[src/rtl/pads_cnfg_loader.sv]
// Pad output-enable programming front-end: stages a config word by word, then on commit
// pushes changed (or all) pads to the pad stage in groups with settle gaps between them.
module pads_cnfg_loader #(
  parameter int unsigned        NPAD    = 44,
  parameter int unsigned        GRP     = 8,
  parameter int unsigned        SETTLE  = 4,
  parameter logic [NPAD-1:0]    RST_CFG = 44'hC70_003F_FFBD
) (
  input  logic            clk,
  input  logic            reset,
  input  logic            wr_valid,
  output logic            wr_ready,
  input  logic [1:0]      wr_addr,
  input  logic [31:0]     wr_data,
  input  logic [NPAD-1:0] oe_fb,
  output logic [NPAD-1:0] cnfg_io,
  output logic [NPAD-1:0] cnfg_en,
  output logic            busy,
  output logic            done
);

  localparam int unsigned NGRP = (NPAD + GRP - 1) / GRP;
  localparam int unsigned GW   = (NGRP > 1) ? $clog2(NGRP) : 1;
  localparam int unsigned CW   = (SETTLE > 1) ? $clog2(SETTLE) : 1;

  typedef enum logic [1:0] {IDLE, APPLY, SETTLE_ST, DONE} state_t;

  state_t          state, state_next;
  logic [GW-1:0]   grp, grp_next;
  logic [CW-1:0]   cnt, cnt_next;
  logic [NPAD-1:0] stage, stage_next;
  logic [NPAD-1:0] target, target_next;
  logic [NPAD-1:0] mask, mask_next;
  logic [NPAD-1:0] en_next;
  logic            accept, commit, last_grp;

  // Pads belonging to group g; the final group is naturally clipped at NPAD-1.
  function automatic logic [NPAD-1:0] grp_sel(input logic [GW-1:0] g);
    logic [NPAD-1:0] sel;
    sel = '0;
    for (int unsigned i = 0; i < NPAD; i++)
      if ((i / GRP) == 32'(g)) sel[i] = 1'b1;
    return sel;
  endfunction

  assign busy    = (state != IDLE);
  assign done    = (state == DONE);
  assign cnfg_io = target;

  always_comb begin
    state_next  = state;
    grp_next    = grp;
    cnt_next    = cnt;
    stage_next  = stage;
    target_next = target;
    mask_next   = mask;
    en_next     = '0;
    wr_ready    = (state == IDLE);
    accept      = wr_valid && wr_ready;
    commit      = accept && (wr_addr == 2'd2) && wr_data[0];
    last_grp    = (grp == GW'(NGRP - 1));

    unique case (state)
      IDLE: begin
        if (accept) begin
          unique case (wr_addr)
            2'd0:    stage_next[31:0]      = wr_data;
            2'd1:    stage_next[NPAD-1:32] = wr_data[NPAD-33:0];
            default: ;
          endcase
        end
        if (commit) begin
          target_next = stage;
          mask_next   = wr_data[1] ? '1 : (stage ^ oe_fb);
          grp_next    = '0;
          state_next  = APPLY;
        end
      end
      APPLY: begin
        if (|(mask & grp_sel(grp))) begin
          cnt_next   = '0;
          state_next = SETTLE_ST;
        end else if (last_grp) begin
          state_next = DONE;
        end else begin
          grp_next = grp + 1'b1;
        end
      end
      SETTLE_ST: begin
        if (cnt == CW'(SETTLE - 1)) begin
          if (last_grp) begin
            state_next = DONE;
          end else begin
            grp_next   = grp + 1'b1;
            state_next = APPLY;
          end
        end else begin
          cnt_next = cnt + 1'b1;
        end
      end
      DONE:    state_next = IDLE;
      default: state_next = IDLE;
    endcase

    // cnfg_en is registered, so it is loaded with the pulse of the APPLY cycle being entered.
    if (state_next == APPLY) en_next = mask_next & grp_sel(grp_next);
  end

  always_ff @(posedge clk or posedge reset) begin
    if (reset) state <= IDLE;
    else       state <= state_next;
  end

  always_ff @(posedge clk or posedge reset) begin
    if (reset) begin
      grp     <= '0;
      cnt     <= '0;
      stage   <= RST_CFG;
      target  <= RST_CFG;
      mask    <= '0;
      cnfg_en <= '0;
    end else begin
      grp     <= grp_next;
      cnt     <= cnt_next;
      stage   <= stage_next;
      target  <= target_next;
      mask    <= mask_next;
      cnfg_en <= en_next;
    end
  end

endmodule

[config.mk]
export PLATFORM = sky130hd
export DESIGN_NAME = pads_cnfg_loader
export DESIGN_NICKNAME = d
export VERILOG_FILES = /design/src/rtl/pads_cnfg_loader.sv
export SDC_FILE = /design/constraint.sdc
export NUM_CORES = 1
export LEC_CHECK = 0
export BUFFER_PORTS_ARGS = -buffer_cell sky130_fd_sc_hd__buf_2
export CELL_PAD_IN_SITES_DETAIL_PLACEMENT = 0
export CELL_PAD_IN_SITES_GLOBAL_PLACEMENT = 2
export CORE_UTILIZATION = 32
export CTS_CLUSTER_DIAMETER = 100
export CTS_CLUSTER_SIZE = 28
export DETAILED_ROUTE_END_ITERATION = 7
export GPL_TIMING_DRIVEN = 0
export HOLD_SLACK_MARGIN = 0.03
export PLACE_DENSITY_LB_ADDON = 0.25
export SETUP_SLACK_MARGIN = 0.15
export SLEW_MARGIN = 20
export SYNTH_ARGS = -nofsm -noshare
export SYNTH_HDL_FRONTEND = slang
export SYNTH_SLANG_ARGS = --single-unit
export TNS_END_PERCENT = 5
[constraint.sdc]
create_clock -name clk -period 4.9 [get_ports clk]
set_input_delay 0.245 -clock clk [delete_from_list [all_inputs] [get_ports clk]]
set_output_delay 0.245 -clock clk [all_outputs]
set_load 0.005 [all_outputs]
Yosys cells after proc, flatten, opt, wreduce, memory -nomap -nowiden:

Index checks and enable logic that the tools add are counted.

* bits in registers: 183
* output and inout bits: 91
* logic and storage cells: 89

* add/subtract/negate cells: 2
* equality and inequality tests: 20
* muxes and demuxes: 42
* bitwise logic cells: 3
* reduce and logical (&&, ||, !) cells: 14

Operators with widths (number)
* 2-to-1 mux 44 bit: 4
* bitwise AND 44 bit: 2
* OR reduction 44 bit: 1
* bitwise XOR 44 bit: 1
* 2-to-1 mux 1 bit: 24
* 2-to-1 mux 2 bit: 7
* equality test 2 x 3 -> 1 bit, first input constant: 4
* equality test 3 bit, first input constant: 4
* 2-to-1 mux 3 bit: 4
* one-hot mux 3 bit (3 select lines): 1
* AND reduction 3 bit: 3
* equality test 2 bit, second input constant: 4
* one-hot mux 2 bit (4 select lines): 1
* equality test 1 x 3 -> 1 bit, first input constant: 2
* equality test 2 x 1 -> 1 bit, second input constant: 3
* zero test 3 bit: 2
* zero test 2 bit: 2
* inequality test 2 bit, second input constant: 2
* one-hot mux 2 bit (2 select lines): 1
* nonzero test 2 bit: 2
* adder 3 x 1 -> 3 bit, second input constant: 1
* equality test 3 bit, second input constant: 1
* logical AND 1 bit: 3
* adder 2 x 1 -> 2 bit, second input constant: 1
* AND reduction 2 bit: 1

Longest topological paths before layout:

* depth after elaboration: 12
* depth in mapped cells: 10
* mapped depth without buffers: 9

Least setup slack after synthesis:

OpenSTA, ideal clock, no wires.

* kind: register -> register
* start: register grp[0]
* end: register cnfg_en[40]
* library setup time: 0.081 ns
* arrival: 2.288 ns
* slack: 2.531 ns
* cell stages (with the launch flop): 9
* path buffers: 1
* clock period less this slack: 2.369 ns
* cell sequence: dfrtp_1 ha_1 ha_1 a21boi_0 a311o_1 o31a_1 or3_4 buf_6 nor3b_2

* longest elaborated chain between the ends: 12
* elaborated cells on any way between the ends: 38

RTL lines
* from (decl): line 29 `logic [GW-1:0] grp, grp_next;`
* from (signal assigned): line 123 `grp <= grp_next;`
* equality test 1 x 3 -> 1 bit, or another cell as far along: line 42 `if ((i / GRP) == 32'(g)) sel[i] = 1'b1;`
* 2-to-1 mux 1 bit: line 42
* 2-to-1 mux 1 bit: line 63 `unique case (state)`
* bitwise AND 44 bit: line 80 `if (|(mask & grp_sel(grp))) begin`
* OR reduction 44 bit: line 80
* 2-to-1 mux 3 bit: line 80
* one-hot mux 3 bit (3 select lines): line 63
* equality test 3 bit: line 42
* 2-to-1 mux 1 bit: line 42
* 2-to-1 mux 1 bit: line 106 `if (state_next == APPLY) en_next = mask_next & grp_sel(grp_next);`
* bitwise AND 44 bit: line 106
* 2-to-1 mux 44 bit (*): line 106
* named net en_next[40]: line 34 `logic [NPAD-1:0] en_next;`
* to (signal assigned): line 128 `cnfg_en <= en_next;`
* to (decl): line 17 `output logic [NPAD-1:0] cnfg_en,`

Mark *: on every way through the listed nets, which the timed path passes. The rest lies on a longest branch. The select of a mux whose other input is x is not followed.
A chain may end at the register's enable or synchronous reset.

Worst setup path in the final report:

* start: register grp[0]
* end: register cnfg_en[34]

Same word-level chain as after synthesis.

==> metrics.md <==
| Metric | Value |
|---|---|
| Status | `finished clean` |
| Worst Path Required | `5.18 ns` |
| Layout overhead on the synthesized area | `26.1%` |
| Largest net degree at the start of global routing | `37` |
| Die footprint | `24700 µm²` |
| FMAX | `roughly 340 MHz` |
| Hpwl dp | `15100 µm` |
| Die width | `157 µm` |
| Pre-antenna DRT Iters | `6` |
| Drt drc | `0` |
| Worst slew pin tran | `0.862 ns` |
| CP max stage delay | `0.49 ns` |
| Final Skew | `0.00872 ns` |
| Max_cap viols | `0` |
| Initial antenna violation count | `0` |
| Per-cell routed wire length | `17.8 µm` |
| Share of post-route cells with drive strength above 1 | `46.2%` |
| Setup WS post-layout | `1.98 ns` |
| Crit path cell chain | `ha_1 > ha_1 > a21boi_0 > a311o_1 > o31a_1 > o21ai_1 > buf_2 > nor3b_1` |
| Max IR drop VDD | `0.000234 V` |
| Pre-CTS WS | `1.97 ns` |
| Relative slew slack | `42.6%` |
| Asr flop ratio synth | `100%` |
| Initial Util | `32.7%` |
| Chip Height | `157 µm` |
| Synth area leaders | `dfrtp_1 (43%), dfstp_2 (17%), mux2_2 (13%)` |
| Worst path arrival time | `between 3 and 4 ns` |
| Final setup TNS | `0 ns` |
| RSZ-0062 raised after global routing | `no` |
| Row count | `56` |
| Setup crit end kind | `register` |
| Post-synthesis register bit count | `about 180` |
| Synth top area share | `between 40% and 50%` |
| Post-synth EDFFs | `0` |
| Post CTS Setup Buffer Count | `0` |
| Fin crit period | `2.92 ns` |
| Synth Area per Inst | `approximately 13 µm²` |
| GRT Overall Usage | `17.3%` |
| CP Class | `reg -> reg` |
| Worst R2R Setup Slack | `1.98 ns` |
| Nets | `897` |
| Ports | `172` |
| Final wirelength | `20300 µm` |
| # hold bufs at CTS | `3` |
| P per Cell Area | `590 nW/µm²` |
| Post-detailed-route count of antenna-violating nets | `0` |
| Syn Nets | `698` |
| Total Power | `5.73 mW` |
| Slew Viols, Final | `0` |
| Final hold violations | `0` |
| Tcrit/Tclk final | `59.7%` |
| Maximum clock insertion buffer count | `2` |
| Util after Layout | `41.2%` |
| CP max FO | `10` |
| Clk pin slew, worst setup/hold paths | `0.07 ns` |
| Input/output buffers | `170` |
| Total gr overflow | `0` |
| Global-route wire length before repair | `about 32000 µm` |
| Leakage | `about 4.6 nW` |
| Warnings from Yosys | `0` |
| Number of global-route vias before repair | `~5700` |
| Critical path's most frequent cell | `ha_1` |
| DR vias/cell | `4.67` |
| Gp weighted congestion | `0.792` |
| CTS resizes | `0` |
| Cell variety after synth | `44` |
| Number of buffers created by CTS | `17` |
| Final Hold Slack | `between 0.04 and 0.05 ns` |
| Slowest stage cell, crit path | `o21ai_1` |
| Core area | `23500 µm²` |
| Setup crit start kind | `register` |
| Mapped Cells | `611` |
| Hold Crit Class | `in -> reg` |
| Clock sink count | `183` |
| Sequential cell area fraction in the yosys report | `60.3%` |
| Biggest area consumer among synthesized cells | `dfrtp_1` |
| # setup viols final | `0` |
| CTS H-Tree Depth | `4` |
| Antenna Cells | `0` |
| Synthesized area | `7690 µm²` |
| CTS tree | `yes` |
| Vias | `between 5000 and 6000` |
| Ys flop type | `dfrtp_1` |
| DR iter-0 viols | `212` |
| Clk Latency, worst-skew pair | `0.43 ns` |
| Root buf cell | `clkbuf_16` |
[power breakdown]
group / internal, mW / leakage, nW / switching, mW
clock: 0.774 / 0.292 / 0.610
combinational: 0.835 / 2.07 / 0.875
sequential: 2.24 / 2.22 / 0.393
[metrics by stage]
stage          cell area [µm²]  instances
6_report                  9700       1142
3_5_place_dp              9090       1107
2_1_floorplan             7700        611
5_1_grt                   9700       1142
3_3_place_gp              8950       1100
4_1_cts                   9700       1142
[final cells by class]
class                           instances  area, µm²
Buffer                                 30        139
Clock buffer                           19        443
Fill cell                            2289      13800
Clock inverter                         13        143
Sequential cell                       183       4640
Multi-Input combinational cell        392       2900
Timing Repair Buffer                  180       1010
Tap cell                              319        399
Inverter                                6       26.3
[synth_stat cells (2+ instances only)]
| cell type | number |
|---|---|
| a21oi_1 | 8 |
| a31oi_1 | 3 |
| and2_1 | 2 |
| buf_2 | 6 |
| buf_6 | 2 |
| clkbuf_1 | 20 |
| dfrtp_1 | 133 |
| dfstp_2 | 50 |
| ha_1 | 6 |
| inv_1 | 6 |
| mux2_2 | 88 |
| nand2_1 | 52 |
| nand2b_1 | 3 |
| nand3_1 | 3 |
| nor2_1 | 55 |
| nor2b_1 | 9 |
| nor3b_1 | 18 |
| nor3b_2 | 18 |
| nor4_1 | 9 |
| nor4b_1 | 3 |
| o21ai_0 | 51 |
| xor2_1 | 44 |
[layer usage]
metal  up-vias  wire length [µm]  track usage [%]  share of wire [%]
met1      2703              9050             22.0                 45
met2       119             10200             29.2                 50
met4         0               444             6.56                2.2
met3        24               684             3.22                3.4
met5         -                 0                0                  0
li1       2490                 -                -                  -
[flip-flops by register name, summed over array words and instances (netlist names)]
name     cells
cnfg_io     44
stage       44
cnfg_en     44
grp          3
mask        44
cnt          2
state        2
[final timing paths]
| kind | from | endpoint | cells past startpoint |
|---|---|---|---|
| min | wr_data[13] | stage[13] | 2 |
| min reg2reg | cnfg_io[28] | cnfg_io[28] | 1 |
| max | grp[0] | cnfg_en[34] | 8 |
| min in group asynchronous | reset | stage[26] | 3 |
| max in group asynchronous | reset | cnfg_io[0] | 7 |
| max reg2reg | grp[0] | cnfg_en[34] | 8 |
[layout by cell type (no fill, tap or decap), types with 18 or more instances in the layout]
cell | netlist | layout
buf_2 | 6 | 177
clkbuf_1 | 20 | 21
dfrtp_1 | 133 | 133
dfstp_2 | 50 | 50
mux2_2 | 88 | 88
nand2_1 | 52 | 52
nor2_1 | 55 | 55
nor3b_1 | 18 | 18
nor3b_2 | 18 | 18
o21ai_0 | 51 | 51
xor2_1 | 44 | 44
[worst max-delay path, delay by kind of cell, from the launching register on]
kind,cells,cell delay [ns]
adders and majority gates,2,0.41
buffers and inverters,1,0.37
and+or+nand+nor,1,0.09
AOI/OAI and AO/OA,4,1.44
DFF,1,0.46
[cell families (layout without fill, tap and decap cells)]
| logic type | Yosys count | count (layout) | synth area share (%) |
|---|---|---|---|
| buf+inv | 36 | 248 | 2.10 |
| xor+xnor | 44 | 44 | 5.01 |
| flops | 183 | 183 | 60.3 |
| compound gates | 72 | 72 | 5.22 |
| mux | 89 | 89 | 13.0 |
| fa+ha+maj | 6 | 6 | 0.976 |
| simple gates | 181 | 181 | 13.4 |
(Power assumes the default switching activity.)
